[src/rtl/parity_seq_ctrl.sv]
// parity_seq_ctrl
//   Sequencing controller for the switch-to-LED parity datapath. It captures
//   the switch word when requested, or automatically when the switches differ
//   from the displayed word. It then folds the word into a single-bit
//   accumulator one bit per clock, MSB first. It publishes the word and its
//   parity together, with a one-cycle done strobe.
//
// Parameters
//   WIDTH   switch/LED word width (>= 2)
//   ODD     0: even parity (XOR of bits), 1: odd parity (inverted XOR)
//   AUTO    1: an IDLE cycle with sw != led launches a run without start
//
// Ports
//   clk      in   system clock, rising edge
//   rst      in   synchronous active-high reset
//   sw       in   switch word, sampled on the launch edge only
//   start    in   level request, sampled in IDLE only
//   led      out  last fully processed word
//   leda     out  parity of led
//   busy     out  high while shifting
//   done     out  one-cycle strobe after the last shift
//   bit_idx  out  index (0 = MSB) of the bit consumed on the next shift edge

module parity_seq_ctrl #(
    parameter int unsigned WIDTH = 8,
    parameter bit          ODD   = 1'b0,
    parameter bit          AUTO  = 1'b1
) (
    input  logic                       clk,
    input  logic                       rst,
    input  logic [WIDTH-1:0]           sw,
    input  logic                       start,
    output logic [WIDTH-1:0]           led,
    output logic                       leda,
    output logic                       busy,
    output logic                       done,
    output logic [$clog2(WIDTH)-1:0]   bit_idx
);

    localparam int unsigned IDX_W = $clog2(WIDTH);
    localparam int unsigned MSB   = WIDTH - 1;

    typedef enum logic [1:0] {
        ST_IDLE  = 2'd0,
        ST_SHIFT = 2'd1,
        ST_DONE  = 2'd2
    } state_e;

    state_e             state_q, state_d;
    logic [WIDTH-1:0]   sr_q,    sr_d;
    logic [WIDTH-1:0]   cap_q,   cap_d;
    logic               acc_q,   acc_d;
    logic [IDX_W-1:0]   idx_q,   idx_d;
    logic [WIDTH-1:0]   led_q,   led_d;
    logic               leda_q,  leda_d;
    logic               busy_q,  busy_d;
    logic               done_q,  done_d;
    logic               launch;

    // State and datapath registers; reset has priority over everything.
    always_ff @(posedge clk) begin
        if (rst) begin
            state_q <= ST_IDLE;
            sr_q    <= '0;
            cap_q   <= '0;
            acc_q   <= ODD;
            idx_q   <= '0;
            led_q   <= '0;
            leda_q  <= ODD;
            busy_q  <= 1'b0;
            done_q  <= 1'b0;
        end else begin
            state_q <= state_d;
            sr_q    <= sr_d;
            cap_q   <= cap_d;
            acc_q   <= acc_d;
            idx_q   <= idx_d;
            led_q   <= led_d;
            leda_q  <= leda_d;
            busy_q  <= busy_d;
            done_q  <= done_d;
        end
    end

    // Next-state, datapath and registered-output logic.
    always_comb begin
        state_d = state_q;
        sr_d    = sr_q;
        cap_d   = cap_q;
        acc_d   = acc_q;
        idx_d   = idx_q;
        led_d   = led_q;
        leda_d  = leda_q;
        launch  = start || (AUTO && (sw != led_q));

        case (state_q)
            ST_IDLE: begin
                if (launch) begin
                    state_d = ST_SHIFT;
                    sr_d    = sw;
                    cap_d   = sw;
                    acc_d   = ODD;
                    idx_d   = '0;
                end
            end
            ST_SHIFT: begin
                acc_d = acc_q ^ sr_q[MSB];
                sr_d  = {sr_q[WIDTH-2:0], 1'b0};
                idx_d = idx_q + IDX_W'(1);
                // Last bit: publish word and parity together so they never disagree.
                if (idx_q == IDX_W'(WIDTH - 1)) begin
                    leda_d  = acc_q ^ sr_q[MSB];
                    led_d   = cap_q;
                    idx_d   = '0;
                    state_d = ST_DONE;
                end
            end
            ST_DONE: begin
                state_d = ST_IDLE;
            end
            default: begin
                state_d = ST_IDLE;
            end
        endcase

        // Status flags are registered copies of the upcoming state.
        busy_d = (state_d == ST_SHIFT);
        done_d = (state_d == ST_DONE);
    end

    assign led     = led_q;
    assign leda    = leda_q;
    assign busy    = busy_q;
    assign done    = done_q;
    assign bit_idx = idx_q;

endmodule

[config.mk]
export PLATFORM = sky130hd
export DESIGN_NAME = parity_seq_ctrl
export DESIGN_NICKNAME = d
export VERILOG_FILES = /design/src/rtl/parity_seq_ctrl.sv
export SDC_FILE = /design/constraint.sdc
export NUM_CORES = 1
export LEC_CHECK = 0
export ABC_CLOCK_PERIOD_IN_PS = 4070
export BUFFER_PORTS_ARGS = -buffer_cell sky130_fd_sc_hd__buf_2
export CAP_MARGIN = 20
export CORE_MARGIN = 4
export CORE_UTILIZATION = 58
export CTS_CLUSTER_DIAMETER = 60
export CTS_CLUSTER_SIZE = 28
export DETAILED_ROUTE_END_ITERATION = 10
export HOLD_SLACK_MARGIN = 0.08
export PLACE_DENSITY = 0.84
export SLEW_MARGIN = 40
export SYNTH_ARGS = -nofsm -noshare
export SYNTH_HDL_FRONTEND = slang
export SYNTH_SLANG_ARGS = --single-unit
[constraint.sdc]
create_clock -name clk -period 4.07 [get_ports clk]
set_clock_uncertainty 0.2 [all_clocks]
set_input_delay 0.407 -clock clk [delete_from_list [all_inputs] [get_ports clk]]
set_output_delay 0.407 -clock clk [all_outputs]
set_load 0.05 [all_outputs]
==> results of run 1 <==
## layout make-up
cell class,count,area [µm²]
clock buffers,5,37.5
clock inverters,3,17.5
fillers,221,823
inverters,9,33.8
multi-input cells,119,739
flip-flops and latches,33,661
well taps,30,37.5
repair buffers,25,128
## kinds of logic after synthesis
kind of cell	share of synthesized area, %
DFF	44.2
muxes	9.87
xor gates and xnor gates	3.51
and+or+nand+nor	19.8
adders and majority gates	1.67
AOI/OAI and AO/OA	14.6
buffers and inverters	6.36
## synthesized netlist by cell type
cell type / instances / area, µm²
and4_4: 1 / 11.3
nand2_1: 44 / 165
nand2b_1: 1 / 6.26
nor2b_1: 11 / 68.8
clkbuf_1: 7 / 26.3
nor3_1: 2 / 10.0
o21a_1: 3 / 22.5
xnor2_1: 1 / 8.76
buf_6: 1 / 11.3
ha_1: 2 / 25.0
inv_1: 9 / 33.8
nor2_1: 6 / 22.5
buf_1: 1 / 3.75
nor4_1: 1 / 6.26
mux2i_1: 8 / 80.1
buf_12: 1 / 20.0
a21oi_1: 14 / 70.1
mux2_2: 2 / 22.5
xor2_1: 5 / 43.8
a2111oi_2: 1 / 15.0
a21o_4: 1 / 15.0
a211oi_1: 3 / 22.5
and2_1: 1 / 6.26
a31o_2: 1 / 8.76
mux2_4: 3 / 45.0
o21ai_0: 3 / 15.0
a221oi_1: 1 / 8.76
a32o_1: 3 / 30.0
dfxtp_1: 33 / 661
a222oi_1: 1 / 10.0
## routing by layer
metal	routed length, µm	vias to the layer above	GRT usage (%)
met1	1360	570	24.1
met4	74	0	11.3
met2	1550	29	32.0
met3	163	6	6.80
met5	0	-	0
li1	-	611	-
## power groups by stage
| stage | clock network (W) | logic, W | registers [W] |
|---|---|---|---|
| finish | 0.000180 | 0.0000696 | 0.000346 |
| global route | 0.000203 | 0.0000764 | 0.000347 |
| CTS | 0.000186 | 0.0000696 | 0.000345 |
| detailed placement | 0 | 0.0000692 | 0.000353 |
| global placement | 0 | 0.0000669 | 0.000352 |
| floorplan | 0 | 0.0000463 | 0.000357 |
## flip-flops by register name, summed over array words and instances, names as in the netlist
register / flops
acc_q: 1
done: 1
cap_q: 8
bit_idx: 3
state_q: 2
sr_q: 8
busy: 1
led: 8
leda: 1
## tightest hold or removal path: stages
cell and delay, ps:
buf_2 110, nand2_1 50, mux2i_1 60
## through the flow
| stage | cells | hold slack [ps] | area [µm²] | util, % |
|---|---|---|---|---|
| 2_1_floorplan | 171 | 232 | 1500 | - |
| 5_1_grt | 224 | 120 | 1650 | 66.8 |
| 4_1_cts | 224 | 117 | 1650 | 66.8 |
| 3_5_place_dp | 216 | 248 | 1600 | 64.5 |
| 3_3_place_gp | 216 | 237 | 1600 | 64.5 |
| 6_report | 224 | 130 | 1650 | 66.8 |
## worst max path at each step
stage / depth (start not counted) / slack (ps) / from / to
4_1_cts: 4 / 2010 / state_q[0]$_SDFF_PP0_ / leda$_SDFFE_PP0P_
5_1_grt: 4 / 1830 / state_q[0]$_SDFF_PP0_ / leda$_SDFFE_PP0P_
3_5_place_dp: 6 / 1940 / sw[5] / sr_q[4]$_SDFFE_PP0P_
2_1_floorplan: 6 / 1900 / led[3]$_SDFFE_PP0P_ / sr_q[1]$_SDFFE_PP0P_
3_3_place_gp: 5 / 1980 / sw[0] / sr_q[4]$_SDFFE_PP0P_
6_report: 4 / 1980 / state_q[0]$_SDFF_PP0_ / leda$_SDFFE_PP0P_
==> metrics.md, run 1 <==
| Metric | Value |
|---|---|
| Nets | ~200 |
| Total CTS buffers | 5 |
| Share of cells above drive strength 1 | a little over a fifth |
| Post-synthesis cell area | 1500 µm² |
| CTS root buf | clkbuf_4 |
| R2R Setup Slk | between 1500 and 2000 ps |
| First-pass GRT wire length | between 5 and 6 mm |
| CTS Buffer Depth | 2 |
| DIE AREA | between 3000 and 4000 µm² |
| Most common cell after layout, fill and taps aside | nand2_1 |
| Final GP Congestion | 0.790 |
| Hold wc startpoint | sw[1] |
| CTS tree | yes |
| Achievable Freq | approximately 0.48 GHz |
| CP delay by family, top | simple AND/OR/NAND/NOR gates |
| Tmin final | 2090 ps |
| Crit Reg-Reg Startpoint | state_q[0]$_SDFF_PP0_ |
| Post-CTS resize count | 0 |
| Row cnt | 18 |
| Synth cell types | 30 |
| HP Class | in -> reg |
| Port bufs | 24 |
| Post-route setup slack | 1980 ps |
| Core region area | 2480 µm² |
| Max cap viols | 0 |
| Final Setup Violations | 0 |
| H-tree depth | 2 |
| Power Dens Cells | around 360 nW/µm² |
| Post-DP HPWL | about 2.2 mm |
| Int Pwr | 0.000430 W |
| Clock latency at the later pin of the worst-skew pair | approximately 340 ps |
| Total power | slightly below 0.0006 W |
| YS warnings | 0 |
| Initial antenna violation count | 0 |
| Max-slew headroom | approximately 53% |
| # Post-CTS Setup Buffers | 0 |
| R2R Path End | leda$_SDFFE_PP0P_ |
| Leak | 0.744 nW |
| Vias in the first global route | ~1100 |
| Synth Area per Inst | 8.74 µm² |
| Crit start category | flop |
| CP Cell Sequence | nor2b_1 > and2_1 > nor2_1 > a211oi_1 |
| Largest stage delay on the critical path | about 600 ps |
| Sequential fraction of design power | around three fifths |
| Cts-stage hold buffer count | 0 |
| Place WS | 1940 ps |
| First-pass iteration count of the detailed router | 4 |
| Yosys reg bits | 33 |
| DR iter-0 viols | about 40 |
| Via/cell ratio | 5.43 |
| Net Count, Synth | between 150 and 200 |
| Nature of the critical path endpoint | flop |
| # DRC | 0 |
| Ant diodes | 0 |
| Crit-path max FO | 11 |
| Setup TNS | 0 ps |
| Post-detailed-route count of antenna-violating nets | 0 |
| Net Sw Frac | between 20% and 30% |
| Via count | 1216 |
| Unrepaired setup endpoints after global routing | false |
| CP Data Arrival Time | between 2000 and 2500 ps |
| Critical Path RT | between 4000 and 5000 ps |
| Final-report max-slew violation count | 0 |
| Largest net degree at the start of global routing | 29 |
| WL/cell | 14.1 µm |
| Crit Path Category | reg -> reg |
| Final hold vios | 0 |
| Peak supply drop | between 300 and 400 µV |
| Synth-to-layout area growth | 10.6% |
| P_sw | between 0.00015 and 0.0002 W |
| WHS Endpoint | cap_q[1]$_SDFFE_PP0P_ |
| Die span in x | roughly 59 µm |
| Outcome | finished, final reports clean |
| Slew at the pin with the worst max-slew slack | 708 ps |
| Clock power frac | between 30 and 40% |
| Mapped Cells | 171 |
| Clk pin slew, worst setup/hold paths | around 110 ps |
| Crit path max-delay cell type | nor2b_1 |
| Depth of the worst register-to-register path | 4 |
| Combinational fraction of design power | between 10% and 20% |
| Gr usage total | about a fifth |
| Gr ovfl total | 0 |
| DIE HEIGHT | ~60 µm |
| Starting Density | approximately three fifths |
| WP buf/inv | 0 |
| Hold path depth | 3 |
| Clock sinks | 33 |
| Register area share after synthesis | between 40% and 50% |
| Final WL | approximately 3.2 mm |
| Io pins | 25 |
| Period utilization | 51.3% |
| Most frequent cells in the layout | nand2_1 (44), dfxtp_1 (33), buf_2 (24), a21oi_1 (14), nor2b_1 (11) |
Note: power is estimated with default switching activity, not from simulation.
==> inputs of run 2 (changes only) <==
--- a/config.mk
+++ b/config.mk
@@ -5,16 +5,18 @@
 export SDC_FILE = /design/constraint.sdc
 export NUM_CORES = 1
 export LEC_CHECK = 0
-export ABC_CLOCK_PERIOD_IN_PS = 4070
+export ABC_AREA = 1
+export ABC_CLOCK_PERIOD_IN_PS = 1690
 export BUFFER_PORTS_ARGS = -buffer_cell sky130_fd_sc_hd__buf_2
 export CAP_MARGIN = 20
+export CORE_ASPECT_RATIO = 2
 export CORE_MARGIN = 4
-export CORE_UTILIZATION = 58
+export CORE_UTILIZATION = 49
 export CTS_CLUSTER_DIAMETER = 60
 export CTS_CLUSTER_SIZE = 28
 export DETAILED_ROUTE_END_ITERATION = 10
 export HOLD_SLACK_MARGIN = 0.08
-export PLACE_DENSITY = 0.84
+export PLACE_DENSITY = 0.76
 export SLEW_MARGIN = 40
 export SYNTH_ARGS = -nofsm -noshare
 export SYNTH_HDL_FRONTEND = slang
==> constraint.sdc (replaced) <==
create_clock -name clk -period 1.69 [get_ports clk]
set_clock_uncertainty 0.2 [all_clocks]
set_input_delay 0.169 -clock clk [delete_from_list [all_inputs] [get_ports clk]]
set_output_delay 0.169 -clock clk [all_outputs]
set_load 0.05 [all_outputs]
==> run 2 against run 1 <==
Synthesized area shrank 5.1%; global-route usage fell by 0.64 points; worst hold slack lost 50 ps; synthesized cell count is 12% higher; wire length grew 14%; final cell count rose by 17%; via count rose by 15%; critical path depth increased by 7; count of clock-buffer cells in the layout is 2 higher; first-iteration DRC count down 2.4%.
==> metrics.md, run 2 <==
| Metric | Value |
|---|---|
| Gr usage total | approximately a fifth |
| Slew at the pin with the worst max-slew slack | ~380 ps |
| Final GP Congestion | between 0.8 and 0.9 |
| Port bufs | 24 |
| Yosys reg bits | 33 |
| Crit start category | flop |
| WL/cell | between 10 and 15 µm |
| Crit-path max FO | 6 |
| H-tree depth | 2 |
| Post-synth EDFFs | 0 |
| Outcome | finished, final reports clean |
| Starting Density | between 50% and 60% |
| Crit path max-delay cell type | dfxtp_2 |
| Clk pin slew, worst setup/hold paths | around 70 ps |
| CP Data Arrival Time | ~1600 ps |
| WP buf/inv | 3 |
| Met1 usage | between 20% and 30% |
| Total power | 0.00185 W |
| Peak supply drop | just over 600 µV |
| Post-detailed-route count of antenna-violating nets | 0 |
| Share of cells above drive strength 1 | ~28% |
| Gr ovfl total | 0 |
| Synth Area per Inst | 7.39 µm² |
| Max cap viols | 0 |
| Most used DFF post-synth | dfxtp_1 |
| Synth-to-layout area growth | 30.3% |
| Area contributors post-synth | dfxtp_1 (47%), nand2_1 (11%), a21oi_1 (7.8%) |
| Via/cell ratio | 5.31 |
| Asr flop ratio synth | 0% |
| CTS Buffer Depth | 2 |
| Final Setup Violations | 0 |
| Leak | between 0.8 and 0.9 nW |
| Most frequent cells in the layout | nand2_1 (42), dfxtp_1 (24), buf_2 (24), a21oi_1 (21), nor2_1 (19) |
| Via count | between 1000 and 1500 |
| Mapped Cells | ~190 |
| Largest stage delay on the critical path | between 300 and 400 ps |
| Die span in x | between 40 and 50 µm |
| Critical Path RT | about 1700 ps |
| Cell with the most instances after synthesis | nand2_1 |
| CP Cell Sequence | inv_1 > nand2_1 > nand2_1 > inv_1 > nand2_1 > nor2_2 > nand3_4 > nand2_8 > buf_4 > o21ai_0 > nor2_1 |
| Synth cell types | 20 |
| Most common cell after layout, fill and taps aside | nand2_1 |
| Crit Path Category | reg -> reg |
| # DRC | 0 |
| Synth cell count leaders | nand2_1 (43), dfxtp_1 (33), a21oi_1 (22), nor2_1 (22), o21ai_0 (19) |
| DIE HEIGHT | around 84 µm |
| Row cnt | 27 |
| Post-DP HPWL | roughly 2.4 mm |
| Ant diodes | 0 |
| Net Count, Synth | 205 |
| Clock sinks | 33 |
| Nature of the critical path endpoint | flop |
| Crit-path most repeated cell | nand2_1 |
| GR Layer Usage met2 | about a third |
| Busiest layer in global routing | met2 |
| CTS root buf | clkbuf_8 |
| Place WS | between 20 and 25 ps |
| M3 GR Usage | between 4 and 5% |
| Largest net degree at the start of global routing | 20 |
| Io pins | 25 |
| Tmin final | ~1600 ps |
| CP delay by family, top | simple AND/OR/NAND/NOR gates |
| Post-synthesis cell area | roughly 1400 µm² |
| CTS tree | yes |
| Vias in the first global route | about 1300 |
| Power Dens Cells | roughly 1000 nW/µm² |
| Period utilization | a little over nine tenths |
| Final WL | roughly 3.6 mm |
| Share of Yosys cell area claimed by the top area cell type | between 40% and 50% |
| HP Class | in -> reg |
| Largest area contributor in the netlist | dfxtp_1 |
| Clock latency at the later pin of the worst-skew pair | around 290 ps |
| Initial antenna violation count | 0 |
| Final hold vios | 0 |
| Core region area | about 2800 µm² |
| Max-slew headroom | 74.4% |
| Final-report max-slew violation count | 0 |
| Total CTS buffers | 5 |
| Register area share after synthesis | roughly 47% |
| DIE AREA | 3870 µm² |
| DR iter-0 viols | 40 |
| Post-route setup slack | ~64 ps |
| Achievable Freq | around 0.61 GHz |
| YS warnings | 0 |
| Nets | ~250 |
| First-pass iteration count of the detailed router | 4 |
| First-pass GRT wire length | 5.56 mm |
-- run 2: logic make-up after synthesis --
kind of cell	share of synthesized area, %
simple gates	26.5
compound gates	15.1
flops	46.6
buf+inv	8.20
xor+xnor	1.85
fa+ha+maj	1.76
-- run 2: report_power, final --
part	internal [W]	switching (W)
clock	0.000480	0.000285
combinational	0.0000935	0.000153
sequential	0.000817	0.0000224
-- run 2: worst paths after layout --
check                           slack [ps]               startpoint  cells after the start                      end
worst max-delay path                    60      led[5]$_SDFFE_PP0P_                     11    cap_q[1]$_SDFFE_PP0P_
worst min-delay path                    80                    sw[5]                      5     sr_q[5]$_SDFFE_PP0P_
worst max register to register          60      led[5]$_SDFFE_PP0P_                     11    cap_q[1]$_SDFFE_PP0P_
worst min register to register         250  bit_idx[0]$_SDFFE_PP0P_                      1  bit_idx[0]$_SDFFE_PP0P_
-- run 2: metal layers --
metal | up-vias | wire, µm
li1 | 700 | -
met1 | 632 | 1310
met2 | 50 | 1910
met3 | 15 | 219
met4 | 0 | 151
met5 | - | 0
-- run 2: through the flow --
step	hold WS (ps)	cell area (µm²)	cells	util (%)	TNS (ps)
global route	118	1850	263	66.8	-56.3
finish	80.3	1850	263	66.8	0
global placement	231	1580	243	57.0	0
CTS	80.4	1780	259	64.2	0
floorplan	132	1430	192	-	0
detailed placement	235	1580	243	57.0	0
-- run 2: area by class of cell --
type	instances	area, µm²
clock inverters	1	30.0
flip-flops and latches	33	672
multi-input cells	135	693
clock buffers	7	86.3
inverters	17	63.8
repair buffers	41	268
fillers	246	921
well taps	29	36.3
-- run 2: worst reg2reg max path, cell delays in order (launching register included) --
cell	delay (ps)
dfxtp_2	320
inv_1	80
nand2_1	60
nand2_1	50
inv_1	40
nand2_1	80
nor2_2	50
nand3_4	120
nand2_8	80
buf_4	150
o21ai_0	210
nor2_1	80
-- run 2: timing repair --
| action | CTS | global route |
|---|---|---|
| cloned | 0 | 1 |
| hold buffers | 8 | 0 |
| resized for setup | 1 | 9 |
| pin swaps | 0 | 3 |
| buffers inserted | 0 | 3 |
| hold endpoints to repair | 11 | 0 |
| endpoints found under the setup margin | 1 | 25 |
